===== config.mk =====
export PLATFORM = sky130hd
export DESIGN_NAME = lift_coeff_engine_flat
export DESIGN_NICKNAME = d
export VERILOG_FILES = /design/src/rtl/lift_coeff_if.sv /design/src/rtl/lift_coeff_engine.sv /design/src/flat_wrapper.sv
export SDC_FILE = /design/constraint.sdc
export NUM_CORES = 1
export LEC_CHECK = 0
export CAP_MARGIN = 20
export CORE_MARGIN = 2
export CORE_UTILIZATION = 26
export CTS_CLUSTER_SIZE = 10
export DETAILED_ROUTE_END_ITERATION = 16
export GPL_ROUTABILITY_DRIVEN = 0
export PLACE_DENSITY = 0.55
export RECOVER_POWER = 100
export SETUP_SLACK_MARGIN = 0.5
export SKIP_LAST_GASP = 1
export SLEW_MARGIN = 10
export SYNTH_ARGS = -nofsm -noshare
export SYNTH_HDL_FRONTEND = slang
export SYNTH_SLANG_ARGS = --single-unit

===== constraint.sdc =====
create_clock -name clk -period 2.7 [get_ports clk]
set_input_delay 0.27 -clock clk [delete_from_list [all_inputs] [get_ports clk]]
set_output_delay 0.27 -clock clk [all_outputs]
set_load 0.05 [all_outputs]

===== src/rtl/lift_coeff_if.sv =====
// Control and RAM-side bus of the coefficient-lift engine.
// The engine attaches through the slave modport, and its controller/RAM side through the master modport.
interface lift_coeff_if #(
  parameter int unsigned COEF_W = 13,
  parameter int unsigned ADDR_W = 11,
  parameter int unsigned LANES  = 1
);
  localparam int unsigned DATA_W = LANES * COEF_W;

  logic              start;
  logic [1:0]        mode;
  logic [ADDR_W-1:0] last_addr;
  logic              busy;
  logic              done;
  logic              err;
  logic              rd_en;
  logic [ADDR_W-1:0] rd_addr;
  logic [DATA_W-1:0] rd_data;
  logic              wr_en;
  logic [ADDR_W-1:0] wr_addr;
  logic [DATA_W-1:0] wr_data;

  modport master (
    output start, mode, last_addr, rd_data,
    input  busy, done, err, rd_en, rd_addr, wr_en, wr_addr, wr_data
  );

  modport slave (
    input  start, mode, last_addr, rd_data,
    output busy, done, err, rd_en, rd_addr, wr_en, wr_addr, wr_data
  );
endinterface


===== src/rtl/lift_coeff_engine.sv =====
// Streaming coefficient-lift engine: reads packed words, maps every lane, and writes each word back two cycles after its read.
// Modes: 0 ternary lift, 1 centre, 2 negate mod Q, 3 copy.
module lift_coeff_engine #(
  parameter int unsigned COEF_W = 13,
  parameter int unsigned ADDR_W = 11,
  parameter int unsigned LANES  = 1,
  parameter int unsigned Q      = 4591
) (
  input  logic        clk,
  input  logic        rst,
  lift_coeff_if.slave bus
);
  localparam int unsigned DATA_W = LANES * COEF_W;
  localparam int unsigned HALF   = (Q - 1) / 2;

  typedef enum logic [1:0] {S_IDLE, S_RUN, S_DRAIN, S_DONE} state_t;

  state_t            r_state;
  state_t            w_state_nxt;
  logic [1:0]        r_mode;
  logic [ADDR_W-1:0] r_last;
  logic              r_rd_en;
  logic [ADDR_W-1:0] r_rd_addr;
  logic              r_p1_vld;
  logic [ADDR_W-1:0] r_p1_addr;
  logic              r_wr_en;
  logic [ADDR_W-1:0] r_wr_addr;
  logic [DATA_W-1:0] r_wr_data;
  logic              r_busy;
  logic              r_done;
  logic              r_err;

  logic              w_accept;
  logic              w_rd_en_nxt;
  logic [ADDR_W-1:0] w_rd_addr_nxt;
  logic              w_busy_nxt;
  logic              w_done_nxt;
  logic [DATA_W-1:0] w_mapped;
  logic              w_bad;

  // State register
  always_ff @(posedge clk) begin
    if (rst) r_state <= S_IDLE;
    else     r_state <= w_state_nxt;
  end

  // Next state and next registered control outputs
  always_comb begin
    w_state_nxt   = r_state;
    w_accept      = 1'b0;
    w_rd_en_nxt   = 1'b0;
    w_rd_addr_nxt = r_rd_addr;
    w_busy_nxt    = r_busy;
    w_done_nxt    = 1'b0;
    case (r_state)
      S_IDLE: begin
        if (bus.start) begin
          w_accept      = 1'b1;
          w_state_nxt   = S_RUN;
          w_rd_en_nxt   = 1'b1;
          w_rd_addr_nxt = '0;
          w_busy_nxt    = 1'b1;
        end
      end
      S_RUN: begin
        // Compare the address just issued, so a full-range run never wraps
        if (r_rd_addr == r_last) begin
          w_state_nxt = S_DRAIN;
        end else begin
          w_rd_en_nxt   = 1'b1;
          w_rd_addr_nxt = r_rd_addr + ADDR_W'(1);
        end
      end
      S_DRAIN: begin
        if (!r_p1_vld) begin
          w_state_nxt = S_DONE;
          w_busy_nxt  = 1'b0;
          w_done_nxt  = 1'b1;
        end
      end
      S_DONE: begin
        w_state_nxt = S_IDLE;
      end
      default: begin
        w_state_nxt = S_IDLE;
        w_busy_nxt  = 1'b0;
      end
    endcase
  end

  // Per-lane mapping of the word returned by the RAM this cycle
  always_comb begin
    logic [COEF_W-1:0] v;
    logic [COEF_W-1:0] m;
    w_mapped = '0;
    w_bad    = 1'b0;
    v        = '0;
    m        = '0;
    for (int j = 0; j < int'(LANES); j++) begin
      v = bus.rd_data[j*COEF_W +: COEF_W];
      case (r_mode)
        2'd0: begin
          if (v == COEF_W'(0))      m = '0;
          else if (v == COEF_W'(1)) m = COEF_W'(1);
          else if (v == COEF_W'(2)) m = COEF_W'(Q - 1);
          else begin
            m     = '0;
            w_bad = 1'b1;
          end
        end
        2'd1: begin
          if (v > COEF_W'(HALF)) m = COEF_W'({1'b0, v} - (COEF_W+1)'(Q));
          else                   m = v;
        end
        2'd2: begin
          if (v == COEF_W'(0)) m = '0;
          else                 m = COEF_W'((COEF_W+1)'(Q) - {1'b0, v});
        end
        default: m = v;
      endcase
      w_mapped[j*COEF_W +: COEF_W] = m;
    end
  end

  // Read issue, one-stage data return, registered write-back
  always_ff @(posedge clk) begin
    if (rst) begin
      r_mode    <= 2'd0;
      r_last    <= '0;
      r_rd_en   <= 1'b0;
      r_rd_addr <= '0;
      r_p1_vld  <= 1'b0;
      r_p1_addr <= '0;
      r_wr_en   <= 1'b0;
      r_wr_addr <= '0;
      r_wr_data <= '0;
      r_busy    <= 1'b0;
      r_done    <= 1'b0;
      r_err     <= 1'b0;
    end else begin
      if (w_accept) begin
        r_mode <= bus.mode;
        r_last <= bus.last_addr;
      end
      r_rd_en   <= w_rd_en_nxt;
      r_rd_addr <= w_rd_addr_nxt;
      r_busy    <= w_busy_nxt;
      r_done    <= w_done_nxt;
      r_p1_vld  <= r_rd_en;
      r_p1_addr <= r_rd_addr;
      r_wr_en   <= r_p1_vld;
      if (r_p1_vld) begin
        r_wr_addr <= r_p1_addr;
        r_wr_data <= w_mapped;
      end
      if (w_accept)                                   r_err <= 1'b0;
      else if (r_p1_vld && (r_mode == 2'd0) && w_bad) r_err <= 1'b1;
    end
  end

  assign bus.busy    = r_busy;
  assign bus.done    = r_done;
  assign bus.err     = r_err;
  assign bus.rd_en   = r_rd_en;
  assign bus.rd_addr = r_rd_addr;
  assign bus.wr_en   = r_wr_en;
  assign bus.wr_addr = r_wr_addr;
  assign bus.wr_data = r_wr_data;

endmodule


===== src/flat_wrapper.sv =====
// flat-port wrapper written by rule: the top's interface ports become plain ports
module lift_coeff_engine_flat 
#(
  parameter int unsigned COEF_W = 13,
  parameter int unsigned ADDR_W = 11,
  parameter int unsigned LANES  = 1,
  parameter int unsigned Q      = 4591
)
  (clk, rst, bus_start, bus_mode, bus_last_addr, bus_rd_data, bus_busy, bus_done, bus_err, bus_rd_en, bus_rd_addr, bus_wr_en, bus_wr_addr, bus_wr_data);
  lift_coeff_if #(.COEF_W(COEF_W), .ADDR_W(ADDR_W), .LANES(LANES)) bus_i ();
  input  logic clk;
  input  logic rst;
  input wire logic [$bits(bus_i.start)-1:0] bus_start;
  input wire logic [$bits(bus_i.mode)-1:0] bus_mode;
  input wire logic [$bits(bus_i.last_addr)-1:0] bus_last_addr;
  input wire logic [$bits(bus_i.rd_data)-1:0] bus_rd_data;
  output wire logic [$bits(bus_i.busy)-1:0] bus_busy;
  output wire logic [$bits(bus_i.done)-1:0] bus_done;
  output wire logic [$bits(bus_i.err)-1:0] bus_err;
  output wire logic [$bits(bus_i.rd_en)-1:0] bus_rd_en;
  output wire logic [$bits(bus_i.rd_addr)-1:0] bus_rd_addr;
  output wire logic [$bits(bus_i.wr_en)-1:0] bus_wr_en;
  output wire logic [$bits(bus_i.wr_addr)-1:0] bus_wr_addr;
  output wire logic [$bits(bus_i.wr_data)-1:0] bus_wr_data;
  assign bus_i.start = bus_start;
  assign bus_i.mode = bus_mode;
  assign bus_i.last_addr = bus_last_addr;
  assign bus_i.rd_data = bus_rd_data;
  assign bus_busy = bus_i.busy;
  assign bus_done = bus_i.done;
  assign bus_err = bus_i.err;
  assign bus_rd_en = bus_i.rd_en;
  assign bus_rd_addr = bus_i.rd_addr;
  assign bus_wr_en = bus_i.wr_en;
  assign bus_wr_addr = bus_i.wr_addr;
  assign bus_wr_data = bus_i.wr_data;
  lift_coeff_engine #(.COEF_W(COEF_W), .ADDR_W(ADDR_W), .LANES(LANES), .Q(Q)) u_core (.clk(clk), .rst(rst), .bus(bus_i));
endmodule

* Word level (Yosys, flattened, before mapping) *
Index checks and enable logic that the tools add are counted.

word-level totals
  register bits = 67
  input bits = 29
  logic and storage cells = 67

operators by class
  add/sub/neg operators = 3
  order comparisons = 1
  equality and inequality tests = 12
  mux-type cells = 25
  bitwise logic cells = 1
  reductions and logical operators = 12

operators by type and width
  operator                                                                 count
  13-bit 2-to-1 mux                                                        5
  13-bit one-hot mux with 3 select lines                                   1
  11-bit 2-to-1 mux                                                        2
  11-bit one-hot mux with 2 select lines                                   1
  13-bit by 1-bit == test with 1-bit output (second input constant)        1
  13-bit by 2-bit == test with 1-bit output (second input constant)        1
  13-bit by 12-bit > comparator with 1-bit output (second input constant)  1
  13-bit zero test                                                         1
  13-bit subtractor (first input constant)                                 1
  13-bit subtractor (second input constant)                                1
  11-bit by 1-bit adder with 11-bit output (second input constant)         1
  11-bit == test                                                           1
  1-bit 2-to-1 mux                                                         10
  3-bit AND reduction                                                      3
  2-bit one-hot mux with 4 select lines                                    1
  2-bit == test (second input constant)                                    3
  2-bit 2-to-1 mux                                                         3
  2-bit != test (second input constant)                                    3
  2-bit by 1-bit == test with 1-bit output (second input constant)         2
  2-bit zero test                                                          2
  1-bit one-hot mux with 2 select lines                                    2
  2-bit nonzero test                                                       2
  2-bit OR reduction                                                       2
  1-bit logical AND                                                        2
  2 further kinds                                                          2

* Logic depth before layout (Yosys ltp) *
  depth after elaboration = 6
  gate-level depth with buffers = 8
  gate-level depth less buffers = 7

* Worst setup path before layout *
OpenSTA, ideal clock, no wires.

  path type = flip-flop to flip-flop
  start = reg u_core.r_rd_addr[2], in the netlist u_core.bus.rd_addr[2]
  end = reg u_core.r_state[0]
  arrival = 2.078 ns
  data required time = 2.628 ns
  slack = 0.550 ns
  cell stages (with the launch flop) = 7
  buffers on the path = 1
  cell sequence = dfxtp_1 buf_2 xor2_1 nor4_1 nand3_1 a221oi_1 mux2i_1

between the ends
  word-level cells in the longest chain between the ends = 3

ends and longest elaborated chain
  item                                                RTL line                  text
  start: declaration                                  lift_coeff_engine.sv:23   logic [ADDR_W-1:0] r_rd_addr;
  start signal: assignment                            lift_coeff_engine.sv:146  r_rd_addr <= w_rd_addr_nxt;
  11-bit == test                                      lift_coeff_engine.sv:67   if (r_rd_addr == r_last) begin
  2-bit by 1-bit != test with 1-bit output (no line)  -
  3-bit AND reduction (no line)                       -
  end signal: assignment                              lift_coeff_engine.sv:44   else r_state <= w_state_nxt;
  end: declaration                                    lift_coeff_engine.sv:18   state_t r_state;

No other way between the ends.
A chain may end at the register's enable or synchronous reset.

==> results.json <==
{
  "rsz0062_at_grt": "false",
  "report.final.slew_viol_count": 0,
  "grt.total_usage": 0.1469,
  "cts_tree": "built",
  "wl_per_cell_um": 15.24,
  "first_pass_iters": 5,
  "swShare": 0.3487,
  "critPathRequiredTime_ns": 2.91,
  "finClkSkew_ns": 0.006920,
  "fin_crit_sh": 0.8177,
  "cp.arrival_ns": 2.42,
  "die_area_um2": 14960,
  "p_int_uw": 2258,
  "fp.coreArea_um2": 13770,
  "post-dp-hpwl_um": 7842,
  "synth_edf_count": 0,
  "tns_ns": 0,
  "grt_pass1_wl_um": 17470,
  "comb_power_share": 0.291,
  "critical_path_class": "flop to flop",
  "portBuffers": 68,
  "max_stage_delay_ns": 0.95,
  "critPathSlowestCell": "clkbuf_1",
  "final_common_cell": "dfxtp_1",
  "hold_viol": 0,
  "critical_path.cell_chain": "clkbuf_1 > nor2_1 > a22oi_1 > o31ai_1",
  "numCtsBuffers": 9,
  "post-route-min-period_ns": 2.208,
  "synth_cells": 443,
  "cts_buffer_depth": 2,
  "layout-drive-gt1-share": 0.08687,
  "cts_sinks": 67,
  "totalPowerFinal_uw": 3467,
  "vias": 3482,
  "leakagePower_uw": 0.001937,
  "post-place-cells": 681,
  "worstMarginPinSlew_ns": 1.411,
  "fin_nets": 555,
  "h-tree-depth": 3,
  "yosysSeqAreaShare": 0.3686,
  "max_freq_ghz": 0.4529,
  "num_io_pins": 69,
  "syn-num-nets": 485,
  "vdd_ir_drop_max_uv": 375.2,
  "ys_ff_latch": 67,
  "final_cell_mix": "67 x dfxtp_1, 47 x nand2_1, 41 x dlygate4sd3_1",
  "critPathCaptureType": "flop",
  "grt_max_degree": 32,
  "drv_cap": 0,
  "synth_cell_types": 56,
  "fp.dieW_um": 122.3,
  "power.switching_uw": 1209,
  "start_util": 0.2642,
  "area_delta_synth_final_pct": 34.46,
  "slew_headroom": 0.05945,
  "hold_path_class": "flop to flop",
  "timing.hold.ws_ns": 0.4613,
  "synth_area_um2": 3638,
  "clkSlewWorstSetupHoldPaths_ns": 0.06,
  "die_h_um": 122.3,
  "synthFlopType": "dfxtp_1",
  "crit_path_start_kind": "flop",
  "diodes": 0,
  "p_per_area_nw_per_um2": 708.7,
  "drt_iter0_markers": 247,
  "grt_pass1_vias": 3406,
  "syn_area_per_cell_um2": 8.213,
  "status": "finished clean",
  "critPathMaxFanout": 19,
  "clock-root-buffer": "clkbuf_16",
  "setup_viol": 0,
  "clk_latency_ns": 0.33,
  "avgViaCountPerCell": 4.989,
  "clockPowerShare": 0.369,
  "routed_wl_um": 10640,
  "final_cells": 698,
  "drc": 0,
  "antenna_found_initial": 0,
  "seq_power_share": 0.340,
  "async_flop_share": 0,
  "rows": 43,
  "grt.overflow.total": 0,
  "antenna_left": 0,
  "yosys_warnings": 0
}
==> final timing paths <==
| check | slack (ns) | cells past startpoint | to | from |
|---|---|---|---|---|
| worst max register to register | 0.49 | 4 | u_core.bus.wr_data[12] | u_core.r_p1_vld |
| worst min register to register | 0.46 | 2 | u_core.bus.wr_addr[9] | u_core.r_p1_addr[9] |
| worst min-delay path | 0.46 | 2 | u_core.bus.wr_addr[9] | u_core.r_p1_addr[9] |
| worst max-delay path | 0.49 | 4 | u_core.bus.wr_data[12] | u_core.r_p1_vld |
==> sequential cells by signal, indices dropped and copies added, names as in the netlist <==
signal,cells
u_core.bus.busy,1
u_core.r_state,2
u_core.bus.done,1
u_core.bus.wr_data,13
u_core.r_last,11
u_core.r_mode,2
u_core.r_p1_addr,11
u_core.bus.err,1
u_core.bus.rd_en,1
u_core.bus.wr_addr,11
u_core.bus.wr_en,1
u_core.bus.rd_addr,11
u_core.r_p1_vld,1
==> synthesized netlist by cell type (4+ instances only) <==
| cell type | number | area, um^2 |
|---|---|---|
| nor3_1 | 15 | 75.07 |
| nand3_1 | 14 | 70.07 |
| buf_2 | 4 | 20.02 |
| nand2b_1 | 8 | 50.05 |
| nor2b_1 | 14 | 87.58 |
| dfxtp_1 | 67 | 1341 |
| and4_1 | 4 | 35.03 |
| nor2_1 | 35 | 131.4 |
| nor4_1 | 7 | 43.79 |
| a221oi_1 | 4 | 35.03 |
| or4_1 | 7 | 52.55 |
| a21oi_1 | 37 | 185.2 |
| nand2_1 | 47 | 176.4 |
| mux2i_1 | 17 | 170.2 |
| nand4_1 | 8 | 50.05 |
| o31ai_1 | 13 | 97.59 |
| clkbuf_1 | 18 | 67.56 |
| a31oi_1 | 9 | 56.30 |
| xor2_1 | 12 | 105.1 |
| ha_1 | 13 | 162.7 |
| buf_1 | 4 | 15.01 |
| inv_1 | 17 | 63.81 |
| o21ai_0 | 12 | 60.06 |
==> timing repair <==
| item | 4_1_cts | 5_1_grt |
|---|---|---|
| gates resized for setup | 1 | 7 |
| buffers inserted | 0 | 1 |
| hold buffers | 0 | 0 |
| setup endpoints to repair | 1 | 20 |
| pin swaps | 0 | 1 |
==> logic make-up after synthesis <==
kind of cell,count (synthesis),synth area share
AO/OA/AOI/OAI,110,0.1998
adder cells (fa/ha/maj),13,0.04471
XOR/XNOR,15,0.03611
buffers and inverters,46,0.05399
flip-flops,67,0.3686
AND/OR/NAND/NOR,174,0.2469
multiplexers,18,0.04986
==> stage by stage <==
step / instance area [um^2] / utilization / worst slack, ns
after CTS: 4882 / 0.3545 / 0.5298
after global placement: 4549 / 0.3303 / 0.2190
after detailed placement: 4549 / 0.3303 / 0.1146
after global routing: 4892 / 0.3552 / 0.3051
final: 4892 / 0.3552 / 0.4921
after floorplan: 3638 / - / 0.5501
==> power groups by stage <==
stage | clock network, uW | logic (uW) | registers, uW
after floorplan | 0 | 602 | 1290
after global placement | 0 | 1000 | 1200
after detailed placement | 0 | 1020 | 1200
after CTS | 1300 | 1020 | 1180
after global routing | 1340 | 1120 | 1200
final | 1280 | 1010 | 1180
==> worst max-delay path, delay by kind of cell, from the launching register on <==
family	cells	cell delay (ns)
buffers and inverters	1	0.95
flip-flops	1	0.58
AO/OA/AOI/OAI	2	0.34
AND/OR/NAND/NOR	1	0.21
==> metal layers <==
layer | GRT usage | vias to the layer above | wire, um
met3 | 0.02184 | 23 | 448
met4 | 0.06250 | 0 | 257
li1 | - | 1746 | -
met2 | 0.2361 | 91 | 4903
met1 | 0.1962 | 1622 | 5029
met5 | 0 | - | 0
==> cell type report <==
type                       count  area, um^2
sequential                    67        1341
timing repair buffer          88       810.8
fill                        1435        8881
clock buffer                   9       225.2
inverter                      17       63.81
multi-input combinational    330        2127
clock inverter                 7       98.84
tap                          180       225.2
Note: power is estimated with default switching activity, not from simulation.
